File: src/rtl/regfile_wb_sched_pkg.sv
// Shared types and constants for the regfile write-back scheduler.
package regfile_wb_sched_pkg;

  localparam int unsigned REG_BUS_W  = 64;
  localparam int unsigned REG_ADDR_W = 5;
  localparam int unsigned REG_NUM    = 32;

  // Write-back requester index; also the encoding of the arbiter's last_grant flop.
  typedef enum logic {
    WB_ALU = 1'b0,
    WB_LSU = 1'b1
  } wb_req_e;

endpackage

File: src/rtl/rr_arb2.sv
// Two-way round-robin arbiter between the ALU and LSU write-back requesters.
module rr_arb2
  import regfile_wb_sched_pkg::*;
(
  input  logic clk,
  input  logic rst,
  input  logic req_alu,
  input  logic req_lsu,
  output logic gnt_alu,
  output logic gnt_lsu
);

  wb_req_e last_grant;

  // Grants are suppressed during reset; on a tie the side opposite last_grant wins.
  always_comb begin
    gnt_alu = 1'b0;
    gnt_lsu = 1'b0;
    if (!rst) begin
      if (req_alu && req_lsu) begin
        if (last_grant == WB_LSU) gnt_alu = 1'b1;
        else                      gnt_lsu = 1'b1;
      end else begin
        gnt_alu = req_alu;
        gnt_lsu = req_lsu;
      end
    end
  end

  always_ff @(posedge clk) begin
    if (rst)          last_grant <= WB_LSU;
    else if (gnt_alu) last_grant <= WB_ALU;
    else if (gnt_lsu) last_grant <= WB_LSU;
  end

endmodule

File: src/rtl/regfile_wb_sched.sv
// Regfile write-port scheduler: round-robin ALU/LSU write-back, busy scoreboard and issue hazard check.
module regfile_wb_sched
  import regfile_wb_sched_pkg::*;
#(
  parameter int unsigned XLEN   = REG_BUS_W,
  parameter int unsigned ADDR_W = REG_ADDR_W,
  parameter int unsigned NREG   = REG_NUM
) (
  input  logic              clk,
  input  logic              rst,
  input  logic              issue_valid_i,
  output logic              issue_ready_o,
  input  logic              issue_re1_i,
  input  logic              issue_re2_i,
  input  logic              issue_we_i,
  input  logic [ADDR_W-1:0] issue_rs1_i,
  input  logic [ADDR_W-1:0] issue_rs2_i,
  input  logic [ADDR_W-1:0] issue_rd_i,
  input  logic              alu_valid_i,
  output logic              alu_ready_o,
  input  logic [ADDR_W-1:0] alu_waddr_i,
  input  logic [XLEN-1:0]   alu_wdata_i,
  input  logic              lsu_valid_i,
  output logic              lsu_ready_o,
  input  logic [ADDR_W-1:0] lsu_waddr_i,
  input  logic [XLEN-1:0]   lsu_wdata_i,
  output logic              we_o_reg,
  output logic [ADDR_W-1:0] waddr_o_reg,
  output logic [XLEN-1:0]   wdata_o_reg,
  output logic [NREG-1:0]   busy_o,
  output logic              wb_err_o
);

  logic [NREG-1:0]   busy;
  logic [NREG-1:0]   busy_nxt;
  logic              gnt_alu;
  logic              gnt_lsu;
  logic              wb_hs;
  logic [ADDR_W-1:0] sel_waddr;
  logic [XLEN-1:0]   sel_wdata;
  logic              issue_set;

  rr_arb2 u_arb (
    .clk     (clk),
    .rst     (rst),
    .req_alu (alu_valid_i),
    .req_lsu (lsu_valid_i),
    .gnt_alu (gnt_alu),
    .gnt_lsu (gnt_lsu)
  );

  assign alu_ready_o = gnt_alu;
  assign lsu_ready_o = gnt_lsu;
  assign wb_hs       = gnt_alu | gnt_lsu;
  assign sel_waddr   = gnt_lsu ? lsu_waddr_i : alu_waddr_i;
  assign sel_wdata   = gnt_lsu ? lsu_wdata_i : alu_wdata_i;

  always_comb begin
    issue_ready_o = !rst
                  && !(issue_re1_i && busy[issue_rs1_i])
                  && !(issue_re2_i && busy[issue_rs2_i])
                  && !(issue_we_i  && busy[issue_rd_i]);
  end

  assign issue_set = issue_valid_i && issue_ready_o && issue_we_i && (issue_rd_i != '0);

  // A bit being cleared is still busy, so WAW keeps issue from setting it in the same cycle.
  always_comb begin
    busy_nxt = busy;
    if (we_o_reg)  busy_nxt[waddr_o_reg] = 1'b0;
    if (issue_set) busy_nxt[issue_rd_i]  = 1'b1;
    busy_nxt[0] = 1'b0;
  end

  always_ff @(posedge clk) begin
    if (rst) busy <= '0;
    else     busy <= busy_nxt;
  end

  assign busy_o = busy;

  // Write stage: one registered slot, drained every cycle; x0 handshakes complete without a write.
  always_ff @(posedge clk) begin
    if (rst) begin
      we_o_reg    <= 1'b0;
      waddr_o_reg <= '0;
      wdata_o_reg <= '0;
      wb_err_o    <= 1'b0;
    end else begin
      we_o_reg <= wb_hs && (sel_waddr != '0);
      wb_err_o <= wb_hs && (sel_waddr != '0) && !busy[sel_waddr];
      if (wb_hs) begin
        waddr_o_reg <= sel_waddr;
        wdata_o_reg <= sel_wdata;
      end
    end
  end

endmodule

File: config.mk
export PLATFORM = sky130hd
export DESIGN_NAME = regfile_wb_sched
export DESIGN_NICKNAME = d
export VERILOG_FILES = /design/src/rtl/regfile_wb_sched_pkg.sv /design/src/rtl/rr_arb2.sv /design/src/rtl/regfile_wb_sched.sv
export SDC_FILE = /design/constraint.sdc
export NUM_CORES = 1
export LEC_CHECK = 0
export ABC_CLOCK_PERIOD_IN_PS = 8400
export CAP_MARGIN = 20
export CORE_AREA = 4 4 116 118
export DETAILED_ROUTE_END_ITERATION = 12
export DIE_AREA = 0 0 120 122
export PLACE_DENSITY = 0.94
export SETUP_SLACK_MARGIN = 0.3
export SYNTH_ARGS = -nofsm -noshare
export SYNTH_HDL_FRONTEND = slang
export SYNTH_SLANG_ARGS = --single-unit
export TNS_END_PERCENT = 50
File: constraint.sdc
create_clock -name clk -period 8.4 [get_ports clk]
set_input_delay 2.52 -clock clk [delete_from_list [all_inputs] [get_ports clk]]
set_output_delay 2.52 -clock clk [all_outputs]
set_load 0.1 [all_outputs]
Word-level counts from Yosys, hierarchy flattened

Cells that the tools add are included.

Flip-flop bits (word level): 104
Bits of input ports: 161
Output and inout bits: 106
Logic and storage cells: 64

Order comparisons: 7
Mux-type cells: 24
Bitwise logic cells: 4
Reductions and logical operators: 22

Operators with widths:

| operator                                                              | count |
|---|---|
| 32-bit 2-to-1 mux                                                     | 2 |
| 64-bit 2-to-1 mux                                                     | 1 |
| 32-bit bitwise AND                                                    | 1 |
| 32-bit NOT                                                            | 1 |
| 32-bit bitwise OR                                                     | 1 |
| 5-bit by 6-bit < comparator with 1-bit output, second input constant  | 5 |
| 1-bit binary-select mux with 5-bit select                             | 4 |
| 1-bit logical AND                                                     | 14 |
| 1-bit 2-to-1 mux                                                      | 14 |
| 1-bit demux with 5-bit select                                         | 2 |
| 5-bit by 1-bit >= comparator with 1-bit output, second input constant | 2 |
| 5-bit nonzero test                                                    | 2 |
| 1-bit logical NOT                                                     | 5 |
| 5-bit 2-to-1 mux                                                      | 1 |
| 2-bit nonzero test                                                    | 1 |
| 1-bit bitwise OR                                                      | 1 |

Depth between registers and ports, before layout

Word-level depth: 11
Depth in mapped cells: 9
Gate-level depth less buffers: 7

Cells and area by module

A second synthesis with hierarchy kept.

Cells, all modules: 718
Area total of the unflattened synthesis: 6187.2 µm²

Modules (own cells, without submodules):

| module           | instances | cells an instance | area each (µm²) | sequential area each (µm²) |
|---|---|---|---|---|
| regfile_wb_sched | 1         | 711               | 6129.6          | 2042.0 |
| rr_arb2          | 1         | 7                 | 57.6            | 20.0 |

Worst setup path after synthesis

Ideal clock, no wire load.

Kind: input to output
From: in issue_rs2_i[1]
To: out issue_ready_o
Arrival time: 6.420 ns
Data required time: 5.880 ns
Path slack: -0.540 ns
Stages: 8
Buffers on the path: 2
Cell sequence: buf_6 -> mux4_1 -> mux2_2 -> a311o_1 -> o311ai_2 -> o21ai_2 -> buf_6 -> a211oi_1

Word-level cells in the longest chain between the ends: 6

Ends and longest elaborated chain:

| element                                   | RTL line               | RTL |
|---|---|---|
| start: declaration                        | regfile_wb_sched.sv:17 | `input logic [ADDR_W-1:0] issue_rs2_i,` |
| 1-bit binary-select mux with 5-bit select | regfile_wb_sched.sv:61 | `&& !(issue_re2_i && busy[issue_rs2_i])` |
| 1-bit 2-to-1 mux (not written as such)    | regfile_wb_sched.sv:61 |  |
| 1-bit logical AND                         | regfile_wb_sched.sv:61 |  |
| 1-bit logical NOT                         | regfile_wb_sched.sv:61 |  |
| 1-bit logical AND                         | regfile_wb_sched.sv:61 |  |
| 1-bit logical AND                         | regfile_wb_sched.sv:62 | `&& !(issue_we_i && busy[issue_rd_i]);` |
| end: declaration                          | regfile_wb_sched.sv:12 | `output logic issue_ready_o,` |

Every way passes these cells. The select of a mux whose other input is x is not followed.

Worst setup path in the final report

Same ends and word-level chain as after synthesis.

==> flow_metrics.env <==
export IMPL_status="completed"
export IMPL_synth_cells=640
export IMPL_synth_nets=801
export IMPL_die_h_um=122
export IMPL_synth_edf_count=0
export IMPL_nNetsFinal=1027
export IMPL_rows=41
export IMPL_p_sw_mw=0.519
export IMPL_clock_skew_ps=6.21
export IMPL_cp_startpoint="issue_rs2_i[1]"
export IMPL_cp_max_fo=9
export IMPL_r2r_cells=7
export IMPL_detail_route_vias_per_cell=6.15
export IMPL_pin_count=267
export IMPL_r2r_slack_ps=5530
export IMPL_ys_types=54
export IMPL_synthFlopType="dfxtp_1"
export IMPL_cts_clk_slew_worst_paths_ps=70
export IMPL_fmax_mhz=129
export IMPL_finalSetupViolCount=0
export IMPL_async_reset_ff_frac=0
export IMPL_peakVddDrop_uv=98.5
export IMPL_tns_ps=0
export IMPL_period_share=0.921
export IMPL_cts_setup_buffers=0
export IMPL_avgSynthCellArea_um2=8.65
export IMPL_cp_cell_sequence="clkdlybuf4s50_1 > mux4_1 > mux2_2 > a311o_1 > o311ai_2 > o21ai_2 > a211oi_2 > buf_12"
export IMPL_tritoncts="built"
export IMPL_post_place_ws_ps=683
export IMPL_grt_use_total=0.283
export IMPL_postRouteAntennaNets=0
export IMPL_grt_pass1_vias=6094
export IMPL_portBuffers=265
export IMPL_yosysWarnings=0
export IMPL_htreeDepth=3
export IMPL_cp_arrival_ps=5220
export IMPL_p_clk_frac=0.307
export IMPL_power_frac_comb=0.326
export IMPL_crit_path_max_incr_delay_ps=740
export IMPL_cp_start_kind="input pin"
export IMPL_critical_path_buf_inv_count=2
export IMPL_power_density_nw_per_um2=171
export IMPL_setup_slack_ps=664
export IMPL_hold_class="flop to flop"
export IMPL_antenna_found_initial=0
export IMPL_die_area_um2=14600
export IMPL_synth_seq_cells=103
export IMPL_dr_pass1_iters=5
export IMPL_leakagePower_nw=2.97
export IMPL_worstSetupEndpointType="output pin"
export IMPL_hold_viol=0
export IMPL_final_layout_size_suffix_gt1_frac=0.0632
export IMPL_path_class="input pin to output pin"
export IMPL_core_area_um2=12500
export IMPL_slew_viol_final=0
export IMPL_path_delay_family="buffers and inverters"
export IMPL_worst_slew_pin_slew_ps=1110
export IMPL_wl_per_cell_um=20.9
export IMPL_area_delta_synth_final_pct=54.4
export IMPL_antenna_cells=0
export IMPL_p_seq_frac=0.366
export IMPL_holdBufCountCts=0
export IMPL_wl_mm=21.8
export IMPL_largest_reg_flops=64
export IMPL_gp_congestion=1.01
export IMPL_worstHoldStart="wdata_o_reg[52]$_SDFFE_PP0P_"
export IMPL_fp_dieW_um=120
export IMPL_clock_latency_ps=340
export IMPL_cts_resized=0
export IMPL_total_power_mw=1.46
export IMPL_initial_utilization=0.444
export IMPL_grt_max_degree=78
export IMPL_grt_first_pass_wirelength_mm=32.8
export IMPL_syn_area_um2=5530
export IMPL_cts_buffer_depth=2
export IMPL_switching_share=0.356
export IMPL_min_to="wdata_o_reg[52]$_SDFFE_PP0P_"
export IMPL_min_period_ps=7740
export IMPL_timing_rr_start="u_arb.last_grant$_SDFFE_PP1P_"
export IMPL_drc_errors=0
export IMPL_synth_area_leaders="dfxtp_1 (37%), a22oi_1 (9.0%), nand2_1 (7.1%)"
export IMPL_ys_seq_area_frac=0.373
export IMPL_synth_top_cell_by_area="dfxtp_1"
export IMPL_reg2reg_to="wb_err_o$_SDFF_PP0_"
export IMPL_rsz0062_at_grt="no"
export IMPL_cts_buffers=9
export IMPL_slowest_stage="clkdlybuf4s50_1"
export IMPL_hold_path_depth=2
export IMPL_relSlewSlack=0.260
export IMPL_overflow=0
export IMPL_drv_cap=0
export IMPL_n_fill_cell=959
export IMPL_hpwlAfterDp_mm=16.3
export IMPL_vias=6405
export IMPL_root_buffer="clkbuf_16"
export IMPL_synth_top_cell_area_share=0.373
export IMPL_dr_first_iter_drc_count=608
export IMPL_clock_sinks=103
export IMPL_p_int_mw=0.938
export IMPL_cp_required_ps=5880
[power groups by stage]
stage / sequential, mW / combinational (mW) / clock [mW]
2_1_floorplan: 0.731 / 0.122 / 0
3_3_place_gp: 0.543 / 0.467 / 0
3_5_place_dp: 0.545 / 0.472 / 0
4_1_cts: 0.534 / 0.474 / 0.456
5_1_grt: 0.537 / 0.493 / 0.474
6_report: 0.534 / 0.475 / 0.448
[metal layers]
layer	vias up	GRT usage	part of all wire
met4	0	0.121	0.037
li1	2901	-	-
met1	3019	0.321	0.35
met2	418	0.504	0.50
met3	67	0.0724	0.11
met5	-	0	0
[synth_stat cells (8+ instances only)]
| library cell | count |
|---|---|
| a21oi_1 | 69 |
| dfxtp_1 | 103 |
| mux2i_1 | 27 |
| a22oi_1 | 66 |
| o211ai_1 | 17 |
| o21ai_0 | 10 |
| nand2_1 | 104 |
| clkbuf_1 | 44 |
| nand3_1 | 27 |
| nor2_1 | 23 |
| mux2_2 | 8 |
| mux4_2 | 8 |
| o41ai_1 | 31 |
[layout make-up]
type                    instances  area (µm²)  share of cell area
multi-input cells             475        3220               0.377
repair buffers                273        2710               0.317
flip-flops and latches        103        2060               0.241
clock buffers                  10         239              0.0280
well taps                     172         215              0.0252
clock inverters                 5        81.3             0.00952
inverters                       4        15.0             0.00176
[worst max-delay path by stage]
stage	to	slack [ps]	depth (start not counted)
5_1_grt	issue_ready_o	620	8
2_1_floorplan	issue_ready_o	430	8
3_3_place_gp	issue_ready_o	740	8
3_5_place_dp	issue_ready_o	680	8
6_report	issue_ready_o	660	8
4_1_cts	issue_ready_o	670	8
[tightest hold or removal path, stage by stage (launching register included)]
cell and delay (ps):
dfxtp_1 310, nand2_1 50, a21oi_1 50
[per-stage QoR]
step,std cells,hold WS (ps),util,instance area (µm²)
after floorplan,640,503,-,5540
after global placement,1027,441,0.660,8220
after detailed placement,1027,445,0.660,8220
after CTS,1042,455,0.685,8540
after global routing,1042,470,0.685,8540
final,1042,452,0.685,8540
[placed cells by master (no fill, tap or decap), drive strengths merged, types with 2 or more instances in the layout]
cell and instances:
a21oi 69, mux2 8, o21ai 12, a22oi 66, nand2b 4, nor2b 5
dfxtp 103, mux2i 27, o22ai 2, o41ai 31, nor4b 2, nor4 2
o211ai 17, and3 2, a311oi 3, o311ai 2, clkbuf 10, buf 12
or2 3, nor2 23, nor3b 6, a2111oi 4, nand3 27, nor3 5
clkinv 2, a211oi 4, inv 5, clkdlybuf4s50 261, a21boi 5, mux4 15
nand4 7, bufinv 2, nand2 104, or3 2, nand3b 5
[logic make-up after synthesis]
| group | synth area share |
|---|---|
| AND/OR/NAND/NOR | 0.164 |
| flip-flops | 0.373 |
| buffers and inverters | 0.0502 |
| AO/OA/AOI/OAI | 0.281 |
| other | 0.000678 |
| multiplexers | 0.131 |
Power figures use the tool's default switching activity.
